### src/rtl/button_debounce.sv
// Push-button conditioner: 2-FF synchroniser, stability-count debouncer and a
// press-tracking FSM producing a clean level plus press/release/long pulses.
module button_debounce #(
    parameter int unsigned DEBOUNCE_CYCLES = 1000000,
    parameter int unsigned LONG_CYCLES     = 100000000
) (
    input  logic clk,
    input  logic reset_n,
    input  logic btn_in,
    output logic btn_level,
    output logic btn_press,
    output logic btn_release,
    output logic btn_long
);

    localparam int unsigned STAB_W = $clog2(DEBOUNCE_CYCLES + 1);
    localparam int unsigned HOLD_W = $clog2(LONG_CYCLES + 1);
    localparam logic [STAB_W-1:0] STAB_LAST = STAB_W'(DEBOUNCE_CYCLES - 1);
    localparam logic [HOLD_W-1:0] HOLD_LAST = HOLD_W'(LONG_CYCLES - 1);

    typedef enum logic [1:0] {
        IDLE    = 2'd0,
        PRESSED = 2'd1,
        HELD    = 2'd2
    } state_t;

    logic              r_ff1;
    logic              r_ff2;
    logic [STAB_W-1:0] r_stab;
    logic              r_level;
    logic [HOLD_W-1:0] r_hold;
    logic [HOLD_W-1:0] w_hold_nxt;
    state_t            r_state;
    state_t            w_state_nxt;
    logic              r_press;
    logic              r_release;
    logic              r_long;
    logic              w_press_nxt;
    logic              w_release_nxt;
    logic              w_long_nxt;

    logic w_s;
    logic w_differs;
    logic w_commit;
    logic w_rise;
    logic w_fall;
    logic w_hold_done;

    assign w_s         = r_ff2;
    assign w_differs   = (w_s != r_level);
    assign w_commit    = w_differs && (r_stab == STAB_LAST);
    assign w_rise      = w_commit && w_s;
    assign w_fall      = w_commit && !w_s;
    assign w_hold_done = (r_hold == HOLD_LAST);

    always_ff @(posedge clk or negedge reset_n) begin
        if (!reset_n) begin
            r_ff1 <= 1'b0;
            r_ff2 <= 1'b0;
        end else begin
            r_ff1 <= btn_in;
            r_ff2 <= r_ff1;
        end
    end

    // Any sample back at the committed level is a bounce and restarts the count.
    always_ff @(posedge clk or negedge reset_n) begin
        if (!reset_n) begin
            r_stab  <= '0;
            r_level <= 1'b0;
        end else if (!w_differs) begin
            r_stab <= '0;
        end else if (w_commit) begin
            r_stab  <= '0;
            r_level <= w_s;
        end else begin
            r_stab <= r_stab + STAB_W'(1);
        end
    end

    always_ff @(posedge clk or negedge reset_n) begin
        if (!reset_n) begin
            r_state   <= IDLE;
            r_hold    <= '0;
            r_press   <= 1'b0;
            r_release <= 1'b0;
            r_long    <= 1'b0;
        end else begin
            r_state   <= w_state_nxt;
            r_hold    <= w_hold_nxt;
            r_press   <= w_press_nxt;
            r_release <= w_release_nxt;
            r_long    <= w_long_nxt;
        end
    end

    always_comb begin
        w_state_nxt = r_state;
        w_hold_nxt  = r_hold;
        unique case (r_state)
            IDLE: begin
                if (w_rise) begin
                    w_state_nxt = PRESSED;
                    w_hold_nxt  = '0;
                end
            end
            PRESSED: begin
                if (w_fall) begin
                    w_state_nxt = IDLE;
                    w_hold_nxt  = '0;
                end else if (w_hold_done) begin
                    w_state_nxt = HELD;
                end else begin
                    w_hold_nxt = r_hold + HOLD_W'(1);
                end
            end
            HELD: begin
                if (w_fall) begin
                    w_state_nxt = IDLE;
                    w_hold_nxt  = '0;
                end
            end
            default: begin
                w_state_nxt = IDLE;
                w_hold_nxt  = '0;
            end
        endcase
    end

    // Pulse values are decoded here and registered so they align with btn_level.
    always_comb begin
        w_press_nxt   = 1'b0;
        w_release_nxt = 1'b0;
        w_long_nxt    = 1'b0;
        unique case (r_state)
            IDLE:    w_press_nxt = w_rise;
            PRESSED: begin
                w_release_nxt = w_fall;
                w_long_nxt    = !w_fall && w_hold_done;
            end
            HELD:    w_release_nxt = w_fall;
            default: ;
        endcase
    end

    assign btn_level   = r_level;
    assign btn_press   = r_press;
    assign btn_release = r_release;
    assign btn_long    = r_long;

endmodule
### config.mk
export PLATFORM = sky130hd
export DESIGN_NAME = button_debounce
export DESIGN_NICKNAME = d
export VERILOG_FILES = /design/src/rtl/button_debounce.sv
export SDC_FILE = /design/constraint.sdc
export NUM_CORES = 1
export LEC_CHECK = 0
export CAP_MARGIN = 20
export CORE_UTILIZATION = 55
export CTS_CLUSTER_DIAMETER = 60
export DETAILED_ROUTE_END_ITERATION = 6
export PLACE_DENSITY = 0.81
export SLEW_MARGIN = 20
export SYNTH_ARGS = -nofsm -noshare
export SYNTH_HDL_FRONTEND = slang
export SYNTH_SLANG_ARGS = --single-unit
### constraint.sdc
create_clock -name clk -period 2.3 [get_ports clk]
set_clock_uncertainty 0.15 [all_clocks]
set_input_delay 0.23 -clock clk [delete_from_list [all_inputs] [get_ports clk]]
set_output_delay 0.23 -clock clk [all_outputs]
set_load 0.01 [all_outputs]
Word-level counts from Yosys, hierarchy flattened. Cells that the tools add are included.

Register bits: 55. Input port bits: 3. Word-level logic and storage cells: 46.

Add/subtract/negate cells: 2. Equality and inequality tests: 9. Mux-type cells: 15. Reduce and logical (&&, ||, !) cells: 11.

Operator list (number): two-way mux 27 bit (4); case mux 27 bit (3 select lines) (1); two-way mux 20 bit (2); adder 27 x 1 -> 27 bit, second input constant (1); equality test 27 bit, second input constant (1); adder 20 x 1 -> 20 bit, second input constant (1); equality test 20 bit, second input constant (1); two-way mux 2 bit (4); inequality test 3 bit, second input constant (2); case mux 2 bit (3 select lines) (1); AND reduction 3 bit (2); logical AND 1 bit (4); inequality test 2 bit, second input constant (2); two-way mux 1 bit (3); equality test 2 x 1 -> 1 bit, second input constant (1); equality test 2 bit, second input constant (1); zero test 1 bit (2); zero test 2 bit (1); AND reduction 2 bit (1); OR reduction 2 bit (1); inequality test 1 bit (1).

Logic depth before layout (Yosys ltp).
Word-level depth: 6. Mapped depth: 9.

Worst setup path before layout. Ideal clock, no wire load.

Path kind: reg2reg. Start: register r_stab[6]. End: register r_hold[5]. Arrival: 2.256 ns. Required time: 2.029 ns. Slack: -0.228 ns. Cell stages (with the launch flop): 7. Period minus slack after synthesis: 2.528 ns. Cell sequence: dfrtp_1 -> or4_1 -> or4_4 -> o31a_1 -> buf_2 -> o21a_1 -> o22a_1.

Word-level cells in the longest chain between the ends: 5. Elaborated cells between the ends (all ways): 10. Classes of those cells: eq/ne: 4; mux: 2; reduce/logical: 4.

RTL lines: start, declared (RTL line 29) `logic [STAB_W-1:0] r_stab;`; start signal, assigned (RTL line 77) `r_stab <= r_stab + STAB_W'(1);`; equality test 20 bit (*) (RTL line 51) `assign w_commit = w_differs && (r_stab == STAB_LAST);`; logical AND 1 bit (*) (RTL line 51); logical AND 1 bit (on tied branches) (RTL line 53, 52); inequality test 3 bit (no source line), or another cell as far along; AND reduction 3 bit (no source line) or case mux 27 bit (3 select lines) (tied branches); end signal, assigned (RTL line 90) `r_hold <= w_hold_nxt;`; end, declared (RTL line 31) `logic [HOLD_W-1:0] r_hold;`.

Every way passes the cells marked *; elsewhere a longest branch is shown, timed or not. A chain may end at the register's enable or synchronous reset.

Final worst setup path.
Start: register r_stab[15]. End: register r_hold[17].

Same word-level chain as after synthesis.

==> flow_results.xml <==
<?xml version="1.0" encoding="UTF-8"?>
<metrics>
  <group name="clock_network">
    <metric name="path_clk_slew" unit="ns">0.10</metric>
    <metric name="clock_latency_late_sink" unit="ns">0.33</metric>
    <metric name="cts_tree" unit="">done</metric>
    <metric name="clockRootBuffer" unit="">clkbuf_8</metric>
    <metric name="maximum_level_of_the_cts_h_tree" unit="">2</metric>
    <metric name="cts_buffers" unit="">5</metric>
    <metric name="clkSinkCount" unit="">55</metric>
    <metric name="clock_path_buffers" unit="">2</metric>
  </group>
  <group name="global_routing">
    <metric name="grt_pass1_wl" unit="um">12300</metric>
    <metric name="grt_remaining_overflow" unit="">0</metric>
    <metric name="global_route.usage.total" unit="%">29.5</metric>
    <metric name="grt_antenna_before_repair" unit="">0</metric>
    <metric name="grt_pass1_vias" unit="">2749</metric>
    <metric name="grt_start_max_net_pins" unit="">30</metric>
  </group>
  <group name="yosys">
    <metric name="post_synthesis_cells" unit="">307</metric>
    <metric name="synth_flop_cell" unit="">dfrtp_1</metric>
    <metric name="synth.yosys.seq_area_share" unit="%">47.7</metric>
    <metric name="number_of_flops_mapped_to_enable_cells_by_yosys" unit="">0</metric>
    <metric name="ys_top_cells_by_area" unit="">dfrtp_1 48%, o21ai_0 4.5%, nor2_1 4.0%</metric>
    <metric name="synth.lib_cells_used.distinct" unit="">44</metric>
    <metric name="synth.cell_area" unit="um2">2890</metric>
    <metric name="synth_top_area_share" unit="%">47.7</metric>
    <metric name="synthDominantAreaCellType" unit="">dfrtp_1</metric>
    <metric name="synth-seq-cells" unit="">55</metric>
    <metric name="synth_area_per_cell" unit="um2">9.41</metric>
    <metric name="postSynthNetCount" unit="">315</metric>
    <metric name="yosysWarningCount" unit="">0</metric>
    <metric name="postSynth.asyncResetShare" unit="%">100</metric>
  </group>
  <group name="sta">
    <metric name="timing_worst_slew_pin_value" unit="ns">0.752</metric>
    <metric name="max_slew_margin" unit="%">49.7</metric>
    <metric name="max_freq" unit="MHz">381</metric>
    <metric name="slew_viol_final" unit="">0</metric>
    <metric name="grt_setup_unrepaired" unit="">yes</metric>
    <metric name="post-route-worst-setup-slack" unit="ns">-0.323</metric>
    <metric name="layout_worst_path_cycle_share" unit="%">114</metric>
    <metric name="setup_viol" unit="">51</metric>
    <metric name="min_period" unit="ns">2.62</metric>
    <metric name="finalHoldWorstSlack" unit="ns">0.121</metric>
    <metric name="timing_hold_violations_final" unit="">0</metric>
  </group>
  <group name="power_and_ir_drop">
    <metric name="seq_power_share" unit="%">58.9</metric>
    <metric name="total_switching_power" unit="uW">383</metric>
    <metric name="power.density_cell_area" unit="nW/um2">415</metric>
    <metric name="p_int" unit="mW">1.27</metric>
    <metric name="power_switching_share" unit="%">23.1</metric>
    <metric name="power_frac_clock" unit="%">37.2</metric>
    <metric name="report.power.total" unit="mW">1.66</metric>
    <metric name="total_leakage_power" unit="nW">1.68</metric>
    <metric name="power.share.combinational" unit="%">3.9</metric>
    <metric name="vdd_drop_max" unit="mV">0.393</metric>
  </group>
  <group name="worst_setup_path">
    <metric name="critical_path_fanouts_max" unit="">6</metric>
    <metric name="timing.setup.critical_path_class" unit="">flop to flop</metric>
    <metric name="worst_r2r_setup_slack" unit="ns">-0.32</metric>
    <metric name="cp-startpoint" unit="">r_stab[15]$_DFF_PN0_</metric>
    <metric name="crit_arrival" unit="ns">2.68</metric>
    <metric name="crit_path_start_kind" unit="">flop</metric>
    <metric name="rr_worst_depth" unit="">8</metric>
    <metric name="setup.worst_path.end_class" unit="">flop</metric>
    <metric name="r2r-end" unit="">r_hold[17]$_DFFE_PN0P_</metric>
    <metric name="crit_end" unit="">r_hold[17]$_DFFE_PN0P_</metric>
    <metric name="worst-endpoint-required" unit="ns">2.36</metric>
    <metric name="r2r_start" unit="">r_stab[15]$_DFF_PN0_</metric>
  </group>
  <group name="floorplan">
    <metric name="floorplan.initialDensity" unit="%">56.9</metric>
    <metric name="die_area" unit="um2">5540</metric>
    <metric name="core_area" unit="um2">5070</metric>
    <metric name="placement_rows" unit="">26</metric>
    <metric name="floorplan.die.width" unit="um">74.5</metric>
    <metric name="i_o_pins" unit="">7</metric>
    <metric name="die-height" unit="um">74.5</metric>
  </group>
  <group name="detailed_routing">
    <metric name="avgRoutedWirePerCell" unit="um">20.7</metric>
    <metric name="wl" unit="um">9150</metric>
    <metric name="route.detailed.vias_per_inst" unit="">6.75</metric>
    <metric name="route.detailed.drc" unit="">0</metric>
    <metric name="postRouteAntennaNets" unit="">0</metric>
    <metric name="route.vias.total" unit="">2982</metric>
    <metric name="firstDrtPassIters" unit="">5</metric>
    <metric name="dr.first_iter.drc_count" unit="">325</metric>
  </group>
  <group name="finish">
    <metric name="final_net_count" unit="">379</metric>
    <metric name="mostFrequentLayoutCell" unit="">dfrtp_1</metric>
    <metric name="area_delta_synth_final" unit="%">38.1</metric>
    <metric name="fillers" unit="">306</metric>
    <metric name="antenna_cells_inserted" unit="">0</metric>
    <metric name="layout.cells.most_common_list" unit="">55 x dfrtp_1, 45 x buf_4, 29 x nor2_1</metric>
    <metric name="layout-drive-gt1-share" unit="%">33.6</metric>
  </group>
  <group name="job">
    <metric name="max_cap_violations" unit="">0</metric>
  </group>
  <group name="place">
    <metric name="gp_congestion" unit="">0.878</metric>
    <metric name="portBuffers" unit="">6</metric>
    <metric name="placement.setup.worst_slack" unit="ns">-0.278</metric>
    <metric name="dpl.hpwl" unit="um">4520</metric>
  </group>
  <group name="run_status">
    <metric name="outcome" unit="">complete, but fails checks</metric>
    <metric name="violations" unit="">setup timing</metric>
  </group>
  <group name="min_path">
    <metric name="hp-class" unit="">input pin to asynchronous set/reset pin</metric>
  </group>
</metrics>
cell families (layout without fill, tap and decap cells):
group	count (synthesis)	after routing	share of synthesized area (%)
AND/OR/NAND/NOR	124	124	22.7
AO/OA/AOI/OAI	84	88	19.1
flip-flops	55	55	47.7
buffers and inverters	23	84	3.38
XOR/XNOR	14	14	4.25
adder cells (fa/ha/maj)	5	5	2.17
multiplexers	2	2	0.737
Yosys cell counts, types with 4 or more instances:
| cell type | count |
|---|---|
| dfrtp_1 | 55 |
| or3_1 | 5 |
| inv_1 | 8 |
| and2_1 | 4 |
| a31oi_1 | 8 |
| nor4_1 | 4 |
| xor2_1 | 10 |
| nor2_1 | 31 |
| nand4_1 | 15 |
| o22a_1 | 4 |
| nand3_1 | 15 |
| o21ai_1 | 10 |
| nand2_1 | 23 |
| and3_1 | 4 |
| a21oi_1 | 13 |
| and4_1 | 5 |
| xnor2_1 | 4 |
| o31ai_1 | 13 |
| clkbuf_1 | 5 |
| ha_1 | 5 |
| buf_2 | 9 |
| o21ai_0 | 26 |
power groups by stage:
stage | clock network [mW] | logic [mW] | registers (mW)
2_1_floorplan | 0 | 0.0149 | 0.996
3_3_place_gp | 0 | 0.0543 | 0.994
3_5_place_dp | 0 | 0.0555 | 0.995
4_1_cts | 0.605 | 0.0644 | 0.976
5_1_grt | 0.644 | 0.0723 | 0.977
6_report | 0.617 | 0.0641 | 0.976
critical path, cell delays in order (launching register included):
cell and delay, ns:
dfrtp_1 0.39, or4_4 0.55, or4_4 0.51, o31ai_4 0.24, buf_6 0.17, clkbuf_16 0.15, nor2_1 0.05, o21ai_1 0.20
o31ai_2 0.09
per-layer routing:
layer / vias to the layer above / part of all wire [%] / track usage (%)
met3: 68 / 6.6 / 7.59
met2: 184 / 50 / 50.1
met4: 0 / 5.6 / 16.1
met5: - / 0 / 0
li1: 1276 / - / -
met1: 1454 / 38 / 34.1
layout make-up:
type	count	area [um2]	share of cell area, %
sequential	55	1380	34.5
inverter	8	30.0	0.753
clock buffer	7	96.3	2.42
timing repair buffer	68	657	16.5
tap	70	87.6	2.20
clock inverter	1	7.51	0.188
multi-input combinational	233	1730	43.5
how the worst min path moves through the flow:
stage,cells after the start,from,endpoint,slack [ns]
CTS,2,reset_n,r_hold[22]$_DFFE_PN0P_,0.12
detailed placement,1,reset_n,r_hold[16]$_DFFE_PN0P_,-0.07
finish,2,reset_n,r_hold[15]$_DFFE_PN0P_,0.12
floorplan,0,reset_n,btn_level$_DFFE_PN0P_,-0.22
global route,2,reset_n,r_hold[22]$_DFFE_PN0P_,0.13
global placement,1,reset_n,r_hold[15]$_DFFE_PN0P_,-0.08
per-stage QoR:
stage,instance area (um2),cells,utilization [%],setup TNS (ns)
global placement,3350,415,66.1,-4.88
global route,3990,442,78.6,-12.75
CTS,3760,434,74.1,-6.54
floorplan,2920,307,-,-5.06
finish,3990,442,78.6,-10.42
detailed placement,3350,415,66.1,-6.68
registers in the layout, indices dropped and copies added, names as in the netlist:
name,cells
r_ff1,1
btn_press,1
r_state,2
btn_long,1
r_ff2,1
r_hold,27
btn_release,1
btn_level,1
r_stab,20
timing repair:
item                                    CTS  global route
resized for setup                        43            27
buffers inserted                          5             4
hold endpoints to repair                 55             0
pin swaps                                18            14
endpoints found under the setup margin   50            50
gates cloned                              5             4
hold buffers                              1             0
Note: power is estimated with default switching activity, not from simulation.
